`src/rtl/id_ex_operand_stage.sv`:
```
// ID/EX operand stage: latches decoded operands, resolves hazards and presents ALU operands.
// Define ALU_FWD_EN for EX/MEM and MEM/WB forwarding; otherwise RAW dependences stall instead.
module id_ex_operand_stage #(
  parameter int n  = 32,
  parameter int RA = 5
) (
  input  logic          clk,
  input  logic          rst_n,
  input  logic          id_valid,
  output logic          id_ready,
  input  logic [n-1:0]  id_rs1_data,
  input  logic [n-1:0]  id_rs2_data,
  input  logic [n-1:0]  id_imm,
  input  logic [RA-1:0] id_rs1_addr,
  input  logic [RA-1:0] id_rs2_addr,
  input  logic [RA-1:0] id_rd_addr,
  input  logic          id_alu_src,
  input  logic [3:0]    id_alu_ctrl,
  input  logic          id_unsigned,
  input  logic          id_reg_write,
  input  logic          id_mem_read,
  input  logic          stall,
  input  logic          flush,
  input  logic [RA-1:0] exmem_rd_addr,
  input  logic          exmem_reg_write,
  input  logic [n-1:0]  exmem_result,
  input  logic [RA-1:0] memwb_rd_addr,
  input  logic          memwb_reg_write,
  input  logic [n-1:0]  memwb_result,
  output logic          ex_valid,
  output logic [n-1:0]  alu_rs1,
  output logic [n-1:0]  alu_rs2,
  output logic [3:0]    alu_ctrl,
  output logic          unsigned_signal,
  output logic [n-1:0]  ex_store_data,
  output logic [RA-1:0] ex_rd_addr,
  output logic          ex_reg_write,
  output logic          ex_mem_read,
  output logic          hazard_stall
);

  logic [n-1:0] rs1_data_q;
  logic [n-1:0] rs2_data_q;
  logic [n-1:0] imm_q;
  logic         alu_src_q;
  logic         load_use;
  logic [n-1:0] rs1_fwd;
  logic [n-1:0] rs2_fwd;

  assign load_use = id_valid && ex_valid && ex_mem_read && (ex_rd_addr != '0) &&
                    ((ex_rd_addr == id_rs1_addr) || (ex_rd_addr == id_rs2_addr));

`ifdef ALU_FWD_EN
  logic [RA-1:0] rs1_addr_q;
  logic [RA-1:0] rs2_addr_q;

  assign hazard_stall = load_use;

  // EX/MEM is younger than MEM/WB, so it has priority when both match.
  always_comb begin
    rs1_fwd = rs1_data_q;
    if (exmem_reg_write && (exmem_rd_addr != '0) && (exmem_rd_addr == rs1_addr_q))
      rs1_fwd = exmem_result;
    else if (memwb_reg_write && (memwb_rd_addr != '0) && (memwb_rd_addr == rs1_addr_q))
      rs1_fwd = memwb_result;
  end

  always_comb begin
    rs2_fwd = rs2_data_q;
    if (exmem_reg_write && (exmem_rd_addr != '0) && (exmem_rd_addr == rs2_addr_q))
      rs2_fwd = exmem_result;
    else if (memwb_reg_write && (memwb_rd_addr != '0) && (memwb_rd_addr == rs2_addr_q))
      rs2_fwd = memwb_result;
  end

  always_ff @(posedge clk or negedge rst_n) begin
    if (!rst_n) begin
      rs1_addr_q <= '0;
      rs2_addr_q <= '0;
    end else if (!flush && !stall && !hazard_stall) begin
      rs1_addr_q <= id_rs1_addr;
      rs2_addr_q <= id_rs2_addr;
    end
  end
`else
  logic raw_rs1;
  logic raw_rs2;
  logic unused_fwd_inputs;

  // Without forwarding, any producer still in EX or EX/MEM must retire first;
  // the register file is write-before-read, so MEM/WB is already visible.
  assign raw_rs1 = (id_rs1_addr != '0) &&
                   ((ex_valid && ex_reg_write && (ex_rd_addr == id_rs1_addr)) ||
                    (exmem_reg_write && (exmem_rd_addr == id_rs1_addr)));
  assign raw_rs2 = (id_rs2_addr != '0) &&
                   ((ex_valid && ex_reg_write && (ex_rd_addr == id_rs2_addr)) ||
                    (exmem_reg_write && (exmem_rd_addr == id_rs2_addr)));

  assign hazard_stall = load_use || (id_valid && (raw_rs1 || raw_rs2));

  assign rs1_fwd = rs1_data_q;
  assign rs2_fwd = rs2_data_q;

  assign unused_fwd_inputs = ^{exmem_result, memwb_rd_addr, memwb_reg_write, memwb_result};
`endif

  assign id_ready      = (!stall && !hazard_stall) || flush;
  assign alu_rs1       = rs1_fwd;
  assign alu_rs2       = alu_src_q ? imm_q : rs2_fwd;
  assign ex_store_data = rs2_fwd;

  always_ff @(posedge clk or negedge rst_n) begin
    if (!rst_n) begin
      ex_valid        <= 1'b0;
      ex_reg_write    <= 1'b0;
      ex_mem_read     <= 1'b0;
      ex_rd_addr      <= '0;
      alu_ctrl        <= 4'b0000;
      unsigned_signal <= 1'b0;
      alu_src_q       <= 1'b0;
      rs1_data_q      <= '0;
      rs2_data_q      <= '0;
      imm_q           <= '0;
    end else if (flush) begin
      ex_valid     <= 1'b0;
      ex_reg_write <= 1'b0;
      ex_mem_read  <= 1'b0;
    end else if (!stall) begin
      if (hazard_stall) begin
        ex_valid     <= 1'b0;
        ex_reg_write <= 1'b0;
        ex_mem_read  <= 1'b0;
      end else begin
        ex_valid        <= id_valid;
        ex_reg_write    <= id_reg_write & id_valid;
        ex_mem_read     <= id_mem_read & id_valid;
        ex_rd_addr      <= id_rd_addr;
        alu_ctrl        <= id_alu_ctrl;
        unsigned_signal <= id_unsigned;
        alu_src_q       <= id_alu_src;
        rs1_data_q      <= id_rs1_data;
        rs2_data_q      <= id_rs2_data;
        imm_q           <= id_imm;
      end
    end
  end

endmodule

```
`config.mk`:
```
export PLATFORM = sky130hd
export DESIGN_NAME = id_ex_operand_stage
export DESIGN_NICKNAME = d
export VERILOG_FILES = /design/src/rtl/id_ex_operand_stage.sv
export SDC_FILE = /design/constraint.sdc
export NUM_CORES = 1
export LEC_CHECK = 0
export CAP_MARGIN = 0
export CORE_MARGIN = 2
export CORE_UTILIZATION = 34
export CTS_BUF_LIST = sky130_fd_sc_hd__clkbuf_4
export CTS_CLUSTER_DIAMETER = 120
export DETAILED_ROUTE_END_ITERATION = 8
export GPL_ROUTABILITY_DRIVEN = 0
export PLACE_DENSITY_LB_ADDON = 0.3
export SYNTH_ARGS = -nofsm -noshare
export SYNTH_HDL_FRONTEND = slang
export SYNTH_SLANG_ARGS = --single-unit
```
`constraint.sdc`:
```
create_clock -name clk -period 2.6 [get_ports clk]
set_clock_uncertainty 0.2 [all_clocks]
set_input_delay 0.26 -clock clk [delete_from_list [all_inputs] [get_ports clk]]
set_output_delay 0.26 -clock clk [all_outputs]
set_load 0.05 [all_outputs]
```
==> impl_metrics.yaml, run 1 <==
logic_synthesis:
  synth_edf_count: 0
  yosys_register_bits: 110
  synthCells: 318
  yosys_warnings: 0
  ys_seq_area_frac: 0.5708
  async_reset_ff_frac: 1.000
  syn_area_um2: 4822
  synth_fp_nets: 518
  synthTopCellsByArea: "dfrtp_1 57%, mux2_2 25%, mux2_1 7.0%"
  ys_types: 29
  synth_ff_type: "dfrtp_1"
  syn_area_per_cell_um2: 15.16
  synth.top_cell.area_share: 0.5708
  synth_top_area_cell: "dfrtp_1"
status:
  violations: "negative setup slack"
  status: "finished with violations"
route:
  routed_wirelength_um: 15550
  drtIter0Drc: 147
  wl_met2_um: 8028
  drc_errors: 0
  wl_per_cell_um: 19.64
  wl_met1_um: 6268
  drtAntennaViolNets: 0
  first_pass_iters: 4
  vias_per_cell: 4.794
  routed.top_layer: "met4"
  met3_length_um: 973
  vias: 3797
power_and_ir_drop:
  p_seq_frac: 0.332
  comb_power_share: 0.525
  leakagePower_nw: 3.950
  internal_power_mw: 4.047
  vdd_drop_max_mv: 0.3930
  p_switching_mw: 2.501
  switching_share: 0.3819
  clkPwrFrac: 0.143
  powerDensity_nw_per_um2: 724.8
grt:
  grt-ovfl-total: 0
  antenna_found_initial: 0
  grt_first_pass_wirelength_um: 20070
  first_global_vias: 3806
  track_usage: 0.1746
  grt_max_degree: 56
clock_network:
  insertion_delay_ps: 470
  cts.clk_slew.worst_paths_ps: 160
  cts-htree-levels: 3
  clk_path_buf_depth: 2
  cts_num_sinks: 110
  numCtsBuffers: 9
  cts_root_buf: "clkbuf_4"
  cts_tree: "yes"
timing:
  tightest_slew_ps: 546.3
  setup_viol: 109
  rsz0062_at_grt: "true"
  min_period_over_period: 1.139
  drv_slew: 0
  fin_crit_ps: 2961
  setup_slack_ps: -361.1
  whs_ps: 74.44
  hold_viol: 0
  max_freq_ghz: 0.3377
  slew_headroom: 0.6346
setup_path:
  critPathKind: "reg2out"
  endpoint_kind: "output pin"
  path_max_fanout: 2
  max_stage_delay_ps: 540
  cpMaxStageDelayCell: "or4_4"
  crit_family: "compound AO/OA/AOI/OAI gates"
  crit_path_start_kind: "flop"
  cp.arrival_ps: 2500
  worstPathRequired_ps: 2140
  cp_cell_sequence: "or4_4 > o211ai_4 > a2111oi_4 > a41oi_2 > buf_4 > a21boi_4 > o21bai_2 > buf_12"
  cp_num_buf_inv: 2
final_layout:
  stdcell_area_um2: 9035
  fillers: 1019
  antenna_cells: 0
  finalNonFillerCells: 792
  syn_to_final_growth_pct: 87.36
  finish.utilization: 0.6509
  nets: 808
  drive_above_1_share: 0.4134
place:
  port_buffers: 240
  place_hpwl_um: 9634
  dp.cells: 747
  place_area_um2: 7920
die:
  core_um2: 13880
  start_util: 0.3474
  fp.dieArea_um2: 15150
  num_io_pins: 311
  die_h_um: 123.1
  rows: 43
  die_w_um: 123.1
run:
  maxCapViolations: 0
min_path:
  hold_class: "in2async"
## cells by family after synthesis
logic type	share of synthesized area
flip-flops	0.5708
AND/OR/NAND/NOR	0.02024
multiplexers	0.3246
AO/OA/AOI/OAI	0.02232
buffers and inverters	0.02569
XOR/XNOR	0.03633
## cells in the mapped netlist, drive strengths merged, types with 2 or more instances
cell type,count
a21oi,2
buf,12
clkbuf,4
dfrtp,110
mux2,139
nand2,4
nand4,4
nor2,4
nor3,2
or4,2
xnor2,15
xor2,5
## path summary, 6_finish.rpt
path / cells after the start / slack (ps) / start / end
worst min-delay path: 2 / 70 / rst_n / ex_store_data[2]$_DFFE_PN0P_
max in group asynchronous: 3 / 1430 / rst_n / ex_store_data[29]$_DFFE_PN0P_
worst max register to register: 9 / -230 / ex_rd_addr[3]$_DFFE_PN0P_ / ex_rd_addr[2]$_DFFE_PN0P_
worst max-delay path: 8 / -360 / ex_rd_addr[3]$_DFFE_PN0P_ / id_ready
worst min register to register: 1 / 320 / imm_q[29]$_DFFE_PN0P_ / imm_q[29]$_DFFE_PN0P_
min in group clk: 3 / 180 / id_reg_write / ex_reg_write$_DFFE_PN0P_
## metal layers
metal,track usage,vias to the layer above
met5,0,-
met4,0.07599,0
met3,0.04843,22
met2,0.3018,136
met1,0.2027,1914
li1,-,1725
## power groups by stage
stage               sequential (mW)  clock [mW]  combinational (mW)
floorplan                      2.85           0                1.03
global placement               2.17           0                3.06
detailed placement             2.19           0                3.09
CTS                            2.15       0.968                3.17
global route                   2.21        1.04                3.56
finish                         2.17       0.936                3.44
## placed cells by master, fill, tap and decap left out, types with 2 or more instances in the layout
cell,synthesis,routed
buf_6,4,6
dfrtp_1,110,107
clkinv_2,0,3
buf_16,0,3
nor2_1,4,4
dfrtp_2,0,3
nand4_1,4,4
buf_4,8,26
clkbuf_16,0,8
xnor2_1,15,15
mux2_2,109,34
buf_12,0,41
nand2_1,4,4
buf_8,0,4
nor3_1,2,2
clkbuf_4,0,10
a31o_4,0,2
mux2_4,0,105
xor2_1,5,5
clkdlybuf4s50_1,0,205
bufinv_16,0,2
a21oi_1,2,2
## timing repair
| action | in CTS | in global routing |
|---|---|---|
| buffers inserted | 6 | 11 |
| gates resized for setup | 11 | 122 |
| cloned | 5 | 11 |
| hold buffers | 1 | 0 |
| endpoints found under the setup margin | 85 | 109 |
| hold endpoints to repair | 110 | 0 |
| pin swaps | 2 | 6 |
## registers in the layout, summed over array words and instances, names as in the netlist
name / count
ex_reg_write: 1
alu_rs1: 32
ex_mem_read: 1
ex_rd_addr: 5
alu_ctrl: 4
alu_src_q: 1
imm_q: 32
ex_store_data: 32
unsigned_signal: 1
ex_valid: 1
## metrics by stage
stage                     total power [mW]  setup TNS (ps)  setup slack (ps)
after floorplan                      3.878          -16050            -215.4
after global placement               5.234          -29650            -321.9
after CTS                            6.290          -22870            -389.7
after detailed placement             5.273          -28100            -316.9
after global routing                 6.814          -21860            -440.0
final                                6.548          -17950            -361.1
## final cells by class
type,count,area [um2],area share
inverters,1,3.754,0.0004155
well taps,180,225.2,0.02493
clock buffers,10,75.07,0.008309
multi-input cells,192,2411,0.2669
clock inverters,5,75.07,0.008309
repair buffers,294,3488,0.3861
flip-flops and latches,110,2756,0.3051
No activity file was read; power rests on OpenSTA's default activity.
==> run 2: changes to the inputs <==
- REMOVE_ABC_BUFFERS: not set -> 1
==> run 2 against run 1 <==
  * The flow still finishes with violations (negative setup slack)
  * Clock power shrank 6.6%
  * Global-route usage grew 1.5 points
  * Combinational power is essentially flat
  * Sequential cell count is the same
  * Design area shrank 1.2%
  * Power shrank 1.1%
  * Clock-buffer cell count is the same
  * Non-clock buffer count shrank 8
  * Critical path depth is the same
  * Largest cell class unchanged
==> impl_metrics.yaml, run 2 (synthesis gave the netlist of run 1 again) <==
setup_path:
  worstPathRequired_ps: 2140
  cp.arrival_ps: 2460
  endpoint_kind: "output pin"
  path_max_fanout: 2
  crit_path_start_kind: "flop"
  critPathKind: "reg2out"
final_layout:
  antenna_cells: 0
  finalNonFillerCells: 784
  final_common_cell: "clkdlybuf4s50_1"
  drive_above_1_share: 0.4007
  fillers: 1017
  nets: 799
  stdcell_area_um2: 8925
  final_cell_mix: "205 x clkdlybuf4s50_1, 110 x dfrtp_1, 106 x mux2_4, 43 x buf_12, 33 x mux2_2"
  regArea_um2: 2753
  syn_to_final_growth_pct: 85.08
  multi_input_area_um2: 2394
grt:
  grt-ovfl-total: 0
  grt_busiest_layer: "met2"
  met2_usage: 0.3142
  grt_first_pass_wirelength_um: 21760
  use_met3: 0.07242
  grt_max_degree: 37
  use_met1: 0.2243
  antenna_found_initial: 0
  track_usage: 0.1899
  first_global_vias: 4196
die:
  die_w_um: 123.1
  die_h_um: 123.1
  fp.dieArea_um2: 15150
  rows: 43
  num_io_pins: 311
  start_util: 0.3474
  core_um2: 13880
timing:
  fin_crit_ps: 2924
  slew_headroom: 0.6340
  min_period_over_period: 1.125
  max_freq_ghz: 0.3420
  setup_viol: 109
  whs_ps: 90.19
  tightest_slew_ps: 547.2
  setup_slack_ps: -324.2
  drv_slew: 0
  hold_viol: 0
  rsz0062_at_grt: "true"
power_and_ir_drop:
  comb_power_share: 0.530
  switching_share: 0.3911
  powerDensity_nw_per_um2: 725.8
  internal_power_mw: 3.945
  p_switching_mw: 2.533
  p_seq_frac: 0.335
  clkPwrFrac: 0.135
  leakagePower_nw: 3.894
  vdd_drop_max_mv: 0.5554
route:
  routed_wirelength_um: 15510
  drtAntennaViolNets: 0
  first_pass_iters: 4
  drc_errors: 0
  vias: 3751
  vias_per_cell: 4.784
  wl_per_cell_um: 19.78
  drtIter0Drc: 104
place:
  place_hpwl_um: 10100
  port_buffers: 240
  place_area_um2: 7909
  dp.cells: 748
status:
  status: "finished with violations"
  violations: "negative setup slack"
clock_network:
  insertion_delay_ps: 460
  numCtsBuffers: 9
  cts_root_buf: "clkbuf_4"
  cts_tree: "yes"
  cts-htree-levels: 3
  clk_path_buf_depth: 2
  cts.clk_slew.worst_paths_ps: 180
  cts_num_sinks: 110
min_path:
  hold_class: "in2async"
run:
  maxCapViolations: 0
[run 2: cell types whose count changed in the layout (fill, tap and decap cells not counted), moves of 2 or more]
| cell | before | now |
|---|---|---|
| buf_6 | 6 | 0 |
| buf_4 | 26 | 23 |
| dfrtp_1 | 107 | 110 |
| dfrtp_2 | 3 | 0 |
| buf_12 | 41 | 43 |
[run 2: final timing paths]
| path | startpoint | to | slack, ps | cells after the start |
|---|---|---|---|---|
| min in group clk | id_rs1_data[23] | alu_rs1[23]$_DFFE_PN0P_ | 170 | 2 |
| max in group asynchronous | rst_n | alu_rs1[22]$_DFFE_PN0P_ | 1410 | 3 |
| worst min register to register | alu_rs1[22]$_DFFE_PN0P_ | alu_rs1[22]$_DFFE_PN0P_ | 330 | 1 |
| worst max register to register | ex_rd_addr[1]$_DFFE_PN0P_ | imm_q[4]$_DFFE_PN0P_ | -160 | 9 |
| worst min-delay path | rst_n | imm_q[15]$_DFFE_PN0P_ | 90 | 2 |
| worst max-delay path | ex_rd_addr[1]$_DFFE_PN0P_ | id_ready | -320 | 8 |
[run 2: critical path, stage by stage, from the launching register on]
cell       delay [ps]
dfrtp_1           410
or4_4             550
o211ai_4          220
a2111oi_4         100
a41oi_2           190
buf_4             160
a21boi_2           60
o21bai_2          160
buf_12            160
[run 2: stage by stage]
step           setup TNS (ps)  power (mW)  setup slack, ps  utilization
6_report               -14830       6.478           -324.2       0.6430
5_1_grt                -27220       6.742           -454.3       0.6430
4_1_cts                -14960       6.328           -451.8       0.6107
3_5_place_dp           -36650       5.276           -378.5       0.5698
3_3_place_gp           -33630       5.232           -337.9       0.5698
2_1_floorplan         -258310       3.847            -2418            -
[run 2: power groups by stage]
stage | Combinational (mW) | Clock [mW] | Sequential [mW]
2_1_floorplan | 0.981 | 0 | 2.87
3_3_place_gp | 3.06 | 0 | 2.17
3_5_place_dp | 3.09 | 0 | 2.19
4_1_cts | 3.26 | 0.904 | 2.16
5_1_grt | 3.56 | 0.972 | 2.21
6_report | 3.43 | 0.874 | 2.17
[run 2: layout make-up]
class | instances | share of cell area
clock buffer | 10 | 0.008412
clock inverter | 6 | 0.006869
inverter | 1 | 0.0004206
multi-input combinational | 191 | 0.2682
sequential | 110 | 0.3084
tap | 180 | 0.02523
timing repair buffer | 286 | 0.3824
[run 2: per-layer routing]
metal  up-vias  wire (um)
li1       1706          -
met1      1875       6450
met2       155       7448
met3        15       1388
met4         0        218
met5         -          0
[run 2: timing repair]
item,CTS,global route
setup buffers,21,1
hold endpoints to repair,101,0
gates resized for setup,66,73
gates cloned,4,9
hold buffers,1,0
endpoints found under the setup margin,99,109
pin swaps,7,4
